**config.mk**
```make
export PLATFORM = sky130hd
export DESIGN_NAME = ft833_bus_bridge
export DESIGN_NICKNAME = d
export VERILOG_FILES = /design/src/rtl/ft833_bus_pkg.sv /design/src/rtl/ft833_rbuf.sv /design/src/rtl/ft833_bus_bridge.sv
export SDC_FILE = /design/constraint.sdc
export NUM_CORES = 1
export LEC_CHECK = 0
export CORE_MARGIN = 2
export CORE_UTILIZATION = 30
export CTS_CLUSTER_DIAMETER = 50
export DETAILED_ROUTE_END_ITERATION = 8
export GPL_TIMING_DRIVEN = 0
export PLACE_DENSITY_LB_ADDON = 0.15
export SLEW_MARGIN = 10
export SYNTH_ARGS = -nofsm -noshare
export SYNTH_HDL_FRONTEND = slang
export SYNTH_SLANG_ARGS = --single-unit
```
**constraint.sdc**
```tcl
create_clock -name clk -period 3.71 [get_ports clk]
set_clock_uncertainty 0.1 [all_clocks]
set_input_delay 0.5565 -clock clk [delete_from_list [all_inputs] [get_ports clk]]
set_output_delay 0.5565 -clock clk [all_outputs]
set_load 0.01 [all_outputs]
```
**src/rtl/ft833_bus_pkg.sv**
```systemverilog
// Shared types and helpers for the FT833 system-bus bridge.
package ft833_bus_pkg;

  typedef enum logic [2:0] {
    IDLE,
    ADRW,
    RBCHK,
    BUS,
    DONE
  } bridge_state_t;

  // Read data returned to the CPU when a bus cycle errors or times out.
  localparam logic [7:0] BERR_DATA = 8'hFF;

  function automatic logic [3:0] lane_sel(input logic [1:0] badr);
    return 4'b0001 << badr;
  endfunction

  function automatic logic [7:0] lane_byte(input logic [31:0] word, input logic [1:0] badr);
    return word[{badr, 3'b000} +: 8];
  endfunction

endpackage

```
**src/rtl/ft833_rbuf.sv**
```systemverilog
// One-word read buffer: tag/valid lookup, fill, write-through byte update, invalidate.
module ft833_rbuf
  import ft833_bus_pkg::*;
(
  input  logic        clk,
  input  logic        rst,
  input  logic [23:0] tag,
  output logic        hit,
  output logic [31:0] word,
  input  logic        fill,
  input  logic [31:0] fill_data,
  input  logic        upd,
  input  logic [1:0]  upd_lane,
  input  logic [7:0]  upd_byte,
  input  logic        inval
);

  logic        vld;
  logic [23:0] tag_q;
  logic [31:0] data_q;

  assign hit  = vld && (tag_q == tag);
  assign word = data_q;

  always_ff @(posedge clk) begin
    if (rst)        vld <= 1'b0;
    else if (inval) vld <= 1'b0;
    else if (fill)  vld <= 1'b1;
  end

  // Updates only land on the buffered word, so writes elsewhere leave it untouched.
  always_ff @(posedge clk) begin
    if (fill) begin
      tag_q  <= tag;
      data_q <= fill_data;
    end else if (upd && hit) begin
      data_q[{upd_lane, 3'b000} +: 8] <= upd_byte;
    end
  end

endmodule

```
**src/rtl/ft833_bus_bridge.sv**
```systemverilog
// FT833 MMU-to-system-bus bridge: stalls the CPU through a 32-bit req/ack bus cycle,
// with a one-word read buffer and bus error / timeout reporting.
module ft833_bus_bridge
  import ft833_bus_pkg::*;
#(
  parameter int MMU_LAT   = 2,
  parameter int TO_CYCLES = 255,
  parameter bit RBUF_EN   = 1'b1
) (
  input  logic        clk,
  input  logic        rst,
  input  logic        cpu_req,
  input  logic        cpu_rw,
  input  logic [25:0] cpu_adr,
  input  logic [7:0]  cpu_dat_i,
  output logic [7:0]  cpu_dat_o,
  output logic        cpu_rdy,
  output logic        cpu_berr,
  output logic        cyc_o,
  output logic        stb_o,
  output logic        we_o,
  output logic [3:0]  sel_o,
  output logic [25:0] adr_o,
  output logic [31:0] dat_o,
  input  logic [31:0] dat_i,
  input  logic        ack_i,
  input  logic        err_i
);

  bridge_state_t state, state_nx;

  logic [7:0]  lat_cnt;
  logic [9:0]  to_cnt;
  logic        rw;
  logic [7:0]  wdat;
  logic [25:0] adr;
  logic [7:0]  rdat;
  logic        berr;

  logic        hit;
  logic [31:0] buf_word;
  logic        timeout;
  logic        bus_fail;
  logic        bus_ok;

  // Timeout fires in the cycle the counter would reach zero, giving exactly TO_CYCLES bus clocks.
  assign timeout  = (to_cnt <= 10'd1);
  assign bus_fail = (state == BUS) && (err_i || timeout);
  assign bus_ok   = (state == BUS) && ack_i && !bus_fail;

  always_comb begin
    state_nx = state;
    cpu_rdy  = 1'b0;
    cyc_o    = 1'b0;
    stb_o    = 1'b0;
    we_o     = 1'b0;
    sel_o    = '0;
    adr_o    = '0;
    dat_o    = '0;
    case (state)
      IDLE: begin
        cpu_rdy = 1'b1;
        if (cpu_req) state_nx = ADRW;
      end
      ADRW: begin
        if (lat_cnt == '0) state_nx = (rw && RBUF_EN) ? RBCHK : BUS;
      end
      RBCHK: begin
        state_nx = hit ? DONE : BUS;
      end
      BUS: begin
        cyc_o = 1'b1;
        stb_o = 1'b1;
        we_o  = ~rw;
        sel_o = lane_sel(adr[1:0]);
        adr_o = {adr[25:2], 2'b00};
        dat_o = {4{wdat}};
        if (bus_fail || ack_i) state_nx = DONE;
      end
      DONE: begin
        cpu_rdy  = 1'b1;
        state_nx = IDLE;
      end
      default: state_nx = IDLE;
    endcase
  end

  always_ff @(posedge clk) begin
    if (rst) begin
      state   <= IDLE;
      lat_cnt <= '0;
      to_cnt  <= '0;
      berr    <= 1'b0;
      rdat    <= '0;
    end else begin
      state <= state_nx;
      berr  <= bus_fail;
      if (state == IDLE && cpu_req) lat_cnt <= 8'(MMU_LAT - 1);
      else if (state == ADRW && lat_cnt != '0) lat_cnt <= lat_cnt - 8'd1;
      if (state != BUS && state_nx == BUS) to_cnt <= 10'(TO_CYCLES);
      else if (state == BUS && to_cnt != '0) to_cnt <= to_cnt - 10'd1;
      if (state == RBCHK && hit)  rdat <= lane_byte(buf_word, adr[1:0]);
      else if (bus_fail)          rdat <= BERR_DATA;
      else if (bus_ok && rw)      rdat <= lane_byte(dat_i, adr[1:0]);
    end
  end

  // Cycle attributes are captured once; the CPU holds still while stalled.
  always_ff @(posedge clk) begin
    if (state == IDLE && cpu_req) begin
      rw   <= cpu_rw;
      wdat <= cpu_dat_i;
    end
    if (state == ADRW && lat_cnt == '0) adr <= cpu_adr;
  end

  generate
    if (RBUF_EN) begin : g_rbuf
      ft833_rbuf u_rbuf (
        .clk       (clk),
        .rst       (rst),
        .tag       (adr[25:2]),
        .hit       (hit),
        .word      (buf_word),
        .fill      (bus_ok && rw),
        .fill_data (dat_i),
        .upd       (bus_ok && !rw),
        .upd_lane  (adr[1:0]),
        .upd_byte  (wdat),
        .inval     (bus_fail)
      );
    end else begin : g_norbuf
      assign hit      = 1'b0;
      assign buf_word = '0;
    end
  endgenerate

  assign cpu_dat_o = rdat;
  assign cpu_berr  = berr;

endmodule

```
==> impl_metrics.json <==
{
  "outcome": "complete, no violations",
  "worstMarginPinSlew_ps": 1360,
  "worstSetupPathType": "flop to flop",
  "yosysMostFrequentCell": "edfxtp_1",
  "synth_top_cell_area_share_pct": 45.6,
  "fin_cells": 951,
  "fp-row-count": 51,
  "vias_per_cell": 4.59,
  "dpl.hpwl_mm": 11.7,
  "synth_flop_cell": "edfxtp_1",
  "path_cells": "clkbuf_1 -> clkbuf_2 -> inv_1 -> ha_1 -> nor3b_1 -> nand3_1 -> nand2_1",
  "insertion_delay_ps": 410,
  "antenna_found_initial": 0,
  "hold_viol": 0,
  "die_x_um": 145,
  "grt_pass1_wl_mm": 25.0,
  "drt_iter0_drc": 285,
  "drive_gt1_share_pct": 13.6,
  "dr.pass1.iters": 4,
  "drv_slew": 0,
  "cap_violations": 0,
  "reg2reg_from": "adr[1]$_DFFE_PP_",
  "grt_pass1_vias": 4638,
  "wl_met1_mm": 6.83,
  "synth_common_cells": "91 x edfxtp_1, 72 x nand2_1, 35 x and2_1, 35 x nand3_1, 31 x dfxtp_1",
  "core_area_um2": 19500,
  "clockBufferDepth": 2,
  "cts.sinks": 122,
  "hold_buffers": 0,
  "synth_async_sr_flop_share_pct": 0,
  "rsz0062_at_grt": "no",
  "start_kind": "flop",
  "multi_input_area_um2": 2300,
  "register_area_um2": 3350,
  "hp-class": "flop to flop",
  "vias": 4365,
  "worstPathMaxFanout": 10,
  "avgSynthCellArea_um2": 11.8,
  "dp_cells": 919,
  "power_density_nw_per_um2": 583,
  "wl_per_cell_um": 16.6,
  "crit_slowest_cell": "nor3b_1",
  "ys_seq_elements": 122,
  "min-delay-start": "lat_cnt[5]$_SDFFE_PP0P_",
  "routabilityCongestion": 0.801,
  "hold_ws_ps": 397,
  "yosys.area.top_type": "edfxtp_1",
  "clock.fmax_ghz": 0.287,
  "post-route-period-util_pct": 94.0,
  "r2r_cells": 7,
  "power_leakage_nw": 3.11,
  "rrSetupSlack_ps": 220,
  "met2_length_mm": 7.63,
  "slowest_delay_ps": 1100,
  "crit_required_ps": 3880,
  "wl_mm": 15.8,
  "period_needed_ps": 3490,
  "slew_headroom_pct": 8.89,
  "hold_depth": 2,
  "ant_nets": 0,
  "ir_drop_uv": 325,
  "ys_types": 46,
  "synth_edf_count": 91,
  "grt_overflow": 0,
  "drc": 0,
  "area_growth_pct": 39.9,
  "finalSetupTns_ps": 0,
  "r2r_end": "g_rbuf.u_rbuf.word[1]$_DFFE_PP_",
  "cts_tree": "yes",
  "h-tree-depth": 4,
  "io_buffers": 143,
  "cts_root_buf": "clkbuf_16",
  "start_util_pct": 30.7,
  "top_layer_used": "met4",
  "critical_path_arrival_ps": 3650,
  "grt.total_usage_pct": 15.3,
  "ys_seq_area_share_pct": 56.0,
  "dieArea_um2": 21100,
  "die_height_um": 145,
  "min_to": "lat_cnt[5]$_SDFFE_PP0P_",
  "cts_buffers": 17,
  "clk_pin_slew_ps": 50,
  "post_cts_buffers": 0,
  "diodes": 0,
  "wl_met3_mm": 1.12,
  "fin_nets": 757,
  "syn_area_um2": 5990,
  "worstSetupEndpointType": "flop",
  "ys_top_cells_by_area": "edfxtp_1 46%, dfxtp_1 10%, mux4_2 6.0%, nand2_1 4.5%, and2_1 3.7%",
  "grt_max_degree": 27,
  "synth_cells": 509,
  "io_pins": 147,
  "yosysWarnings": 0,
  "setup_violations": 0,
  "fillers": 1923
}
[where the power goes]
group | switching (mW) | internal [mW]
sequential | 0.196 | 1.75
clock | 0.577 | 1.04
combinational | 0.671 | 0.640
[layout make-up]
class | instances | share of cell area, %
plain buffers | 50 | 3.60
clock buffers | 28 | 6.81
clock inverters | 4 | 0.254
inverters | 10 | 0.448
multi-input cells | 328 | 27.5
flip-flops and latches | 122 | 40.0
well taps | 265 | 3.96
repair buffers | 144 | 17.4
[placed cells by master, fill, tap and decap left out, types with 4 or more instances in the layout]
master           instances
dfxtp_1                 31
a311oi_1                 9
a21oi_1                 12
nor2_1                  29
clkbuf_16               20
ha_1                    12
edfxtp_1                91
buf_2                    7
mux2i_1                  8
nor4_1                   4
nand2b_1                 4
xnor2_1                 19
mux4_2                  16
nand2_1                 72
xor2_1                  20
clkbuf_1                15
nand3_1                 35
clkdlybuf4s50_1        143
clkbuf_8                 4
inv_1                   10
o21a_1                   4
nand4_1                  5
nor3_1                   8
and2_1                  35
buf_4                   27
[cells by family (layout without fill, tap and decap cells)]
group / count (synthesis) / count (layout) / synth area share, %
multiplexers: 24 / 24 / 7.36
flip-flops: 122 / 122 / 56.0
AO/OA/AOI/OAI: 40 / 40 / 5.20
buffers and inverters: 60 / 236 / 5.60
XOR/XNOR: 39 / 39 / 5.71
AND/OR/NAND/NOR: 211 / 211 / 17.6
adder cells (fa/ha/maj): 12 / 12 / 2.51
other: 1 / 2 / 0.0626
[flip-flops by register name, indices dropped and copies added (netlist names)]
| name | flops |
|---|---|
| lat_cnt | 8 |
| g_rbuf.u_rbuf.tag_q | 24 |
| cpu_berr | 1 |
| wdat | 8 |
| rw | 1 |
| to_cnt | 10 |
| g_rbuf.u_rbuf.word | 32 |
| g_rbuf.u_rbuf.vld | 1 |
| state | 3 |
| adr | 26 |
| cpu_dat_o | 8 |
[routing by layer]
metal	track usage, %	vias to the layer above
met4	4.26	0
met5	0	-
met2	25.6	144
met3	4.84	12
li1	-	2121
met1	19.1	2088
[critical path, delay by kind of cell (launching register included)]
kind / cells / cell delay (ps)
fa+ha+maj: 1 / 340
buf+inv: 3 / 1050
flops: 1 / 430
simple gates: 3 / 1420
[worst max path at each step]
stage	startpoint	end	depth (start not counted)
finish	adr[1]$_DFFE_PP_	g_rbuf.u_rbuf.word[1]$_DFFE_PP_	7
global placement	to_cnt[0]$_SDFFE_PP0P_	g_rbuf.u_rbuf.word[24]$_DFFE_PP_	9
global route	adr[1]$_DFFE_PP_	sel_o[0]	6
floorplan	to_cnt[0]$_SDFFE_PP0P_	g_rbuf.u_rbuf.tag_q[0]$_DFFE_PP_	7
CTS	state[2]$_SDFF_PP0_	adr_o[13]	6
detailed placement	adr[1]$_DFFE_PP_	g_rbuf.u_rbuf.word[1]$_DFFE_PP_	7
[what timing repair did]
item	4_1_cts	5_1_grt
endpoints found under the setup margin	2	10
pin swaps	0	0
endpoints found under the hold margin	0	0
gates resized for setup	1	2
[stage by stage]
stage,utilization [%],cell area [um2],total power [mW],setup slack [ps]
detailed placement,39.9,7780,3.30,59.8
CTS,42.9,8380,4.93,155
global placement,39.7,7750,3.27,-120
floorplan,-,5990,2.77,726
finish,42.9,8380,4.88,224
global route,42.9,8380,5.16,30.2
No activity file was read; power rests on OpenSTA's default activity.
